<file path="src/rtl/dmem_arb_pkg.sv">
// ----------------------------------------------------------------------------
// dmem_arb_pkg
// Shared constants and types for the data-memory port arbiter.
//   ARB_ADDR_W / ARB_DATA_W : default address and word widths
//   LOCK_CNT_W              : width of the D burst-lock counter
//   STAT_W                  : width of the optional statistics counters
//   owner_t                 : which requester owned the port last
// ----------------------------------------------------------------------------
package dmem_arb_pkg;

    localparam int ARB_ADDR_W = 32;
    localparam int ARB_DATA_W = 32;
    localparam int LOCK_CNT_W = 8;
    localparam int STAT_W     = 16;

    typedef enum logic {
        OWN_P = 1'b0,
        OWN_D = 1'b1
    } owner_t;

endpackage

</file>
<file path="src/rtl/arb_pick.sv">
// ----------------------------------------------------------------------------
// arb_pick
// Combinational winner selection for the data-memory port arbiter.
// Ports:
//   p_req, d_req  : requests from the processor (P) and DMA engine (D)
//   d_lock        : D asks to keep ownership across consecutive cycles
//   last_owner    : requester granted most recently
//   lock_cnt      : consecutive contested D grants taken under d_lock
//   p_win, d_win  : one-hot winner, both low when nobody requests
// ----------------------------------------------------------------------------
module arb_pick
    import dmem_arb_pkg::*;
#(
    parameter int MAX_LOCK = 16
) (
    input  logic                  p_req,
    input  logic                  d_req,
    input  logic                  d_lock,
    input  owner_t                last_owner,
    input  logic [LOCK_CNT_W-1:0] lock_cnt,
    output logic                  p_win,
    output logic                  d_win
);

    localparam logic [LOCK_CNT_W-1:0] LOCK_LIMIT = LOCK_CNT_W'(MAX_LOCK);

    logic lock_hold;

    // A contested cycle goes to D only while its burst lock is still within
    // the starvation budget; otherwise ownership alternates round-robin.
    always_comb begin
        lock_hold = (last_owner == OWN_D) && d_lock && (lock_cnt < LOCK_LIMIT);
        p_win     = 1'b0;
        d_win     = 1'b0;
        if (p_req && d_req) begin
            if (lock_hold) begin
                d_win = 1'b1;
            end else if (last_owner == OWN_D) begin
                p_win = 1'b1;
            end else begin
                d_win = 1'b1;
            end
        end else begin
            p_win = p_req;
            d_win = d_req;
        end
    end

endmodule

</file>
<file path="src/rtl/dmem_port_arbiter.sv">
// ----------------------------------------------------------------------------
// dmem_port_arbiter
// Shares the single dmem port between the processor data port (P) and a
// DMA/loader engine (D). Arbitration is per cycle and combinational; the
// winner's payload drives the memory, and load data is registered back to
// the winner one cycle after its grant.
//
// Ports:
//   clock, reset            : rising-edge clock, async active-low reset
//   p_* / d_* inputs        : request, address, write data, write enable,
//                             byte / half-word size and sign-extend controls
//   d_lock                  : D asks to keep ownership next cycle
//   p_gnt / d_gnt           : same-cycle grant
//   p_rdata/p_rvalid,
//   d_rdata/d_rvalid        : registered read return, valid for one cycle
//   *_to_mem                : request presented to dmem (all 0 when idle)
//   data_from_mem           : combinational read data from dmem
//   stat_*                  : saturating grant/conflict counters, present
//                             only when ARB_STATS_EN is defined
//
// Optional build macro: ARB_STATS_EN
// MAX_LOCK legal range is 1..255.
// ----------------------------------------------------------------------------
module dmem_port_arbiter
    import dmem_arb_pkg::*;
#(
    parameter int ADDR_W   = ARB_ADDR_W,
    parameter int DATA_W   = ARB_DATA_W,
    parameter int MAX_LOCK = 16
) (
    input  logic              clock,
    input  logic              reset,

    input  logic              p_req,
    input  logic [0:ADDR_W-1] p_addr,
    input  logic [0:DATA_W-1] p_wdata,
    input  logic              p_we,
    input  logic              p_byte,
    input  logic              p_half,
    input  logic              p_sext,
    output logic              p_gnt,
    output logic [0:DATA_W-1] p_rdata,
    output logic              p_rvalid,

    input  logic              d_req,
    input  logic [0:ADDR_W-1] d_addr,
    input  logic [0:DATA_W-1] d_wdata,
    input  logic              d_we,
    input  logic              d_byte,
    input  logic              d_half,
    input  logic              d_sext,
    input  logic              d_lock,
    output logic              d_gnt,
    output logic [0:DATA_W-1] d_rdata,
    output logic              d_rvalid,

    output logic [0:ADDR_W-1] addr_to_mem,
    output logic [0:DATA_W-1] data_to_mem,
    output logic              write_enable_to_mem,
    output logic              byte_to_mem,
    output logic              half_word_to_mem,
    output logic              sign_extend_to_mem,
`ifdef ARB_STATS_EN
    output logic [0:STAT_W-1] stat_p_grants,
    output logic [0:STAT_W-1] stat_d_grants,
    output logic [0:STAT_W-1] stat_conflicts,
`endif
    input  logic [0:DATA_W-1] data_from_mem
);

    owner_t                last_owner;
    logic [LOCK_CNT_W-1:0] lock_cnt;
    logic                  p_win;
    logic                  d_win;
    logic                  p_take;
    logic                  d_take;

    arb_pick #(
        .MAX_LOCK   (MAX_LOCK)
    ) u_pick (
        .p_req      (p_req),
        .d_req      (d_req),
        .d_lock     (d_lock),
        .last_owner (last_owner),
        .lock_cnt   (lock_cnt),
        .p_win      (p_win),
        .d_win      (d_win)
    );

    // Grants are forced low while reset is held so the memory sees no
    // access even if requesters keep their lines asserted.
    assign p_take = p_win & reset;
    assign d_take = d_win & reset;
    assign p_gnt  = p_take;
    assign d_gnt  = d_take;

    // Steer the winner's payload onto the memory port; idle cycles drive 0.
    always_comb begin
        addr_to_mem         = '0;
        data_to_mem         = '0;
        write_enable_to_mem = 1'b0;
        byte_to_mem         = 1'b0;
        half_word_to_mem    = 1'b0;
        sign_extend_to_mem  = 1'b0;
        if (p_take) begin
            addr_to_mem         = p_addr;
            data_to_mem         = p_wdata;
            write_enable_to_mem = p_we;
            byte_to_mem         = p_byte;
            half_word_to_mem    = p_half;
            sign_extend_to_mem  = p_sext;
        end else if (d_take) begin
            addr_to_mem         = d_addr;
            data_to_mem         = d_wdata;
            write_enable_to_mem = d_we;
            byte_to_mem         = d_byte;
            half_word_to_mem    = d_half;
            sign_extend_to_mem  = d_sext;
        end
    end

    // Read return: capture dmem data at the edge closing the granted cycle.
    // The loser's rdata keeps its old value; writes never raise rvalid.
    always_ff @(posedge clock or negedge reset) begin
        if (!reset) begin
            p_rdata  <= '0;
            p_rvalid <= 1'b0;
            d_rdata  <= '0;
            d_rvalid <= 1'b0;
        end else begin
            p_rvalid <= p_take & ~p_we;
            d_rvalid <= d_take & ~d_we;
            if (p_take && !p_we) begin
                p_rdata <= data_from_mem;
            end
            if (d_take && !d_we) begin
                d_rdata <= data_from_mem;
            end
        end
    end

    // Ownership history and the D burst-lock budget. The budget only grows
    // while D keeps winning against a waiting P, so P's worst-case wait is
    // bounded by MAX_LOCK+1 cycles.
    always_ff @(posedge clock or negedge reset) begin
        if (!reset) begin
            last_owner <= OWN_D;
            lock_cnt   <= '0;
        end else begin
            if (p_take) begin
                last_owner <= OWN_P;
            end else if (d_take) begin
                last_owner <= OWN_D;
            end

            if (!(p_take || d_take) || p_take || !d_lock) begin
                lock_cnt <= '0;
            end else if (p_req && (lock_cnt != '1)) begin
                lock_cnt <= lock_cnt + LOCK_CNT_W'(1);
            end
        end
    end

`ifdef ARB_STATS_EN
    // Saturating usage counters for grants and contested cycles.
    always_ff @(posedge clock or negedge reset) begin
        if (!reset) begin
            stat_p_grants  <= '0;
            stat_d_grants  <= '0;
            stat_conflicts <= '0;
        end else begin
            if (p_take && (stat_p_grants != '1)) begin
                stat_p_grants <= stat_p_grants + STAT_W'(1);
            end
            if (d_take && (stat_d_grants != '1)) begin
                stat_d_grants <= stat_d_grants + STAT_W'(1);
            end
            if (p_req && d_req && (stat_conflicts != '1)) begin
                stat_conflicts <= stat_conflicts + STAT_W'(1);
            end
        end
    end
`endif

endmodule

</file>
<file path="config.mk">
export PLATFORM = sky130hd
export DESIGN_NAME = dmem_port_arbiter
export DESIGN_NICKNAME = d
export VERILOG_FILES = /design/src/rtl/dmem_arb_pkg.sv /design/src/rtl/arb_pick.sv /design/src/rtl/dmem_port_arbiter.sv
export SDC_FILE = /design/constraint.sdc
export NUM_CORES = 1
export LEC_CHECK = 0
export BUFFER_PORTS_ARGS = -buffer_cell sky130_fd_sc_hd__buf_2
export CAP_MARGIN = 0
export CORE_AREA = 2 2 121 123
export CTS_CLUSTER_DIAMETER = 40
export DETAILED_ROUTE_END_ITERATION = 10
export DIE_AREA = 0 0 123 125
export SETUP_SLACK_MARGIN = 0.2
export SLEW_MARGIN = 20
export SYNTH_ARGS = -nofsm -noshare
export SYNTH_HDL_FRONTEND = slang
export SYNTH_SLANG_ARGS = --single-unit
</file>
<file path="constraint.sdc">
create_clock -name clock -period 3.1 [get_ports clock]
set_clock_uncertainty 0.15 [all_clocks]
set_input_delay 0 -clock clock [delete_from_list [all_inputs] [get_ports clock]]
set_output_delay 0 -clock clock [all_outputs]
set_load 0.02 [all_outputs]
</file>
==> impl_results.md <==
- Status: finished, final reports clean
- First-pass GRT wire length: between 20000 and 25000 um
- Initial DRT Pass Iterations: 4
- Post-route cell area: just over 0.006 mm^2
- Initial antenna violation count: 4
- Pwr per Cell Area: roughly 570 mW/mm^2
- CP max FO: 69
- Slew margin rel.: 0.435
- Type of origin of the critical path: register
- Vias in the first global route: between 3000 and 4000
- Worst-Skew Late Latency: approximately 0.33 ns
- RSZ-0062 raised after global routing: false
- Fin Hold WS: around 0.052 ns
- Cell with the most instances after synthesis: dfrtp_1
- CTS root buf: clkbuf_16
- DRC: 0
- Overflow after GRT: 0
- Period minus WS final: between 2 and 3 ns
- Iteration-0 DRC Markers: between 150 and 200
- Dominant synthesized flop cell: dfrtp_1
- Buf/Inv on CP: 2
- CTS resizes: 0
- Top Ports: a little over 300
- Die Ht: 125 um
- # Max-Cap Violations: 0
- Critical path type: register to primary output
- CTS tree: done
- Placeable Area: 0.0142 mm^2
- Critical path capture point type: primary output
- Critical-path cell list: or3b_1, o311a_4, nor2_4, buf_4, a22o_1, buf_2
- Leakage: between 3 and 4 nW
- Die ar.: 0.0154 mm^2
- Top delay family on crit path: buffers and inverters
- Slew Viols, Final: 0
- Total power: around 3.5 mW
- Layout cell share with drive strength beyond 1: 0.641
- Vias per inst: 4.69
- Final setup fails: 0
- Longest Clk Path Bufs: 2
- Crit-path slowest cell: buf_4
- Setup TNS: 0 ns
- Critical path arrival: 2.63 ns
- Area contributors post-synth: dfrtp_1, a22o_1, mux2_4, mux2_2, buf_6
- Clock net sink count: 75
- Tightest Pin Transition: approximately 0.85 ns
- Chip Width: 123 um
- Routed wire length per instance: about 18 um
- Reg clk slew, reported paths: approximately 0.05 ns
- Avg Synthesized Cell Area: ~14 um^2
- Setup repair bufs after CTS: 0
- Number of synthesized flops with an enable pin: 0
- Final Routed Wirelength: about 15000 um
- Post-Place Cell Area: between 0.005 and 0.006 mm^2
- FMAX: around 0.36 GHz
- Post-synth ARST share: 1.00
- Most common library cells after synthesis: dfrtp_1, a22o_1, mux2_2, mux2_4
- Crit path from: lock_cnt[6]
- Critical Path RT: 2.95 ns
- Register bit total from synthesis: 75
- Clock buffer count from CTS: 9
- Largest net degree at the start of global routing: 71
- Hold-fix buffers, CTS: 36
- GRT Util Overall: 0.182
- Antenna violation net count after detailed routing: 0
- Post-synthesis sequential area ratio: 0.494
- # rows: 44
- Hold Vio Cnt, Final: 0
- Multi-input gate area: 0.00176 mm^2
- Largest area contributor in the netlist: dfrtp_1
- Synth top area share: 0.487
- GP Congestion: ~0.85
- DR vias: around 3800
- Final #Nets: between 700 and 800
- Post-route clock period utilization: 0.897
- Port Buffers: slightly above 300
- Effective utilization at floorplan: 0.268
- Synth Warn #: 0
- Sequential Area: roughly 0.0019 mm^2
- Synth Cell Area: ~0.0038 mm^2
- Reg2reg start: lock_cnt[6]
- H-tree lvl count: 3
- Final HPWL DP: 11400 um
- Dpl ws: about 0.66 ns
- Instance count of the mapped netlist: 281
- Syn nets: roughly 460
- Layout area overhead: 60.9%
- Final worst setup slack: 0.321 ns
- Synth cell types: 37
- Hold Crit Class: input pin to asynchronous set/reset pin
- Max incr delay on CP: around 0.54 ns
- Max rail drop VDD: 0.000478 V
- Fill cell count: 1375
==> sequential cells by signal, summed over array words and instances (netlist names) <==
register	count
d_rdata	32
p_rdata	32
lock_cnt	8
p_rvalid	1
d_rvalid	1
last_owner	1
==> placed cells by master (no fill, tap or decap), drive strengths merged <==
cell         netlist  final
buf               17    313
dfrtp             74     74
a22o              68     68
mux2              64     64
dlygate4sd3        0     36
clkbuf             8     11
nor2               9      9
nand3              5      5
diode              0      4
clkinv             0      4
nand2              3      3
or3b               3      3
o21ai              3      3
nor3               3      3
inv                2      2
and3               2      2
xor2               2      2
a21oi              2      2
o311a              1      1
and2               1      1
o221a              1      1
nor2b              1      1
and4               1      1
nor3b              1      1
a31oi              1      1
nand4              1      1
o211ai             1      1
a41o               1      1
o31ai              1      1
nand3b             1      1
mux2i              1      1
a311oi             1      1
ha                 1      1
bufinv             0      1
dfstp              1      1
==> through the flow <==
stage,instances,utilization
global route,806,0.430
finish,809,0.431
global placement,753,0.384
CTS,805,0.430
floorplan,281,-
detailed placement,753,0.384
==> worst register-to-register path, delay by kind of cell, from the launching register on <==
family,cells,cell delay (ns)
AND/OR/NAND/NOR,2,0.54
AO/OA/AOI/OAI,1,0.36
buffers and inverters,1,0.40
multiplexers,1,0.43
flip-flops,1,0.42
==> power by group <==
group,switching (mW),total [mW],internal (mW),leakage (nW)
sequential,0.117,1.30,1.19,0.911
clock,0.382,1.00,0.620,0.143
combinational,0.655,1.21,0.552,2.16
==> per-layer routing <==
metal	part of all wire	global-route usage	vias up
met3	0.082	0.0506	24
met5	0	0	-
met2	0.51	0.324	196
met4	0.023	0.0615	0
met1	0.39	0.208	1826
li1	-	-	1750
==> path summary, 6_finish.rpt <==
path	slack (ns)	endpoint	cells past startpoint
min in group clock	0.08	lock_cnt[7]	3
hold / removal	0.05	last_owner	2
setup / recovery	0.32	data_to_mem[29]	6
max in group asynchronous	1.89	d_rdata[25]	3
setup reg to reg	0.68	d_rdata[29]	5
hold reg to reg	0.35	d_rdata[23]	1
==> cell families (layout without fill, tap and decap cells) <==
kind of cell / count (synthesis) / count (layout) / synth area share
xor gates and xnor gates: 2 / 2 / 0.00461
buffers and inverters: 27 / 367 / 0.0435
and+or+nand+nor: 31 / 31 / 0.0494
other: 0 / 4 / 0
AOI/OAI and AO/OA: 80 / 80 / 0.184
adders and majority gates: 1 / 1 / 0.00329
muxes: 65 / 65 / 0.221
DFF: 75 / 75 / 0.494
==> layout make-up <==
type,instances,share of cell area
flip-flops and latches,75,0.307
clock buffers,11,0.0381
repair buffers,349,0.318
diodes,4,0.00164
well taps,184,0.0376
inverters,2,0.00123
multi-input cells,179,0.288
clock inverters,5,0.00880
No activity file was read; power rests on OpenSTA's default activity.
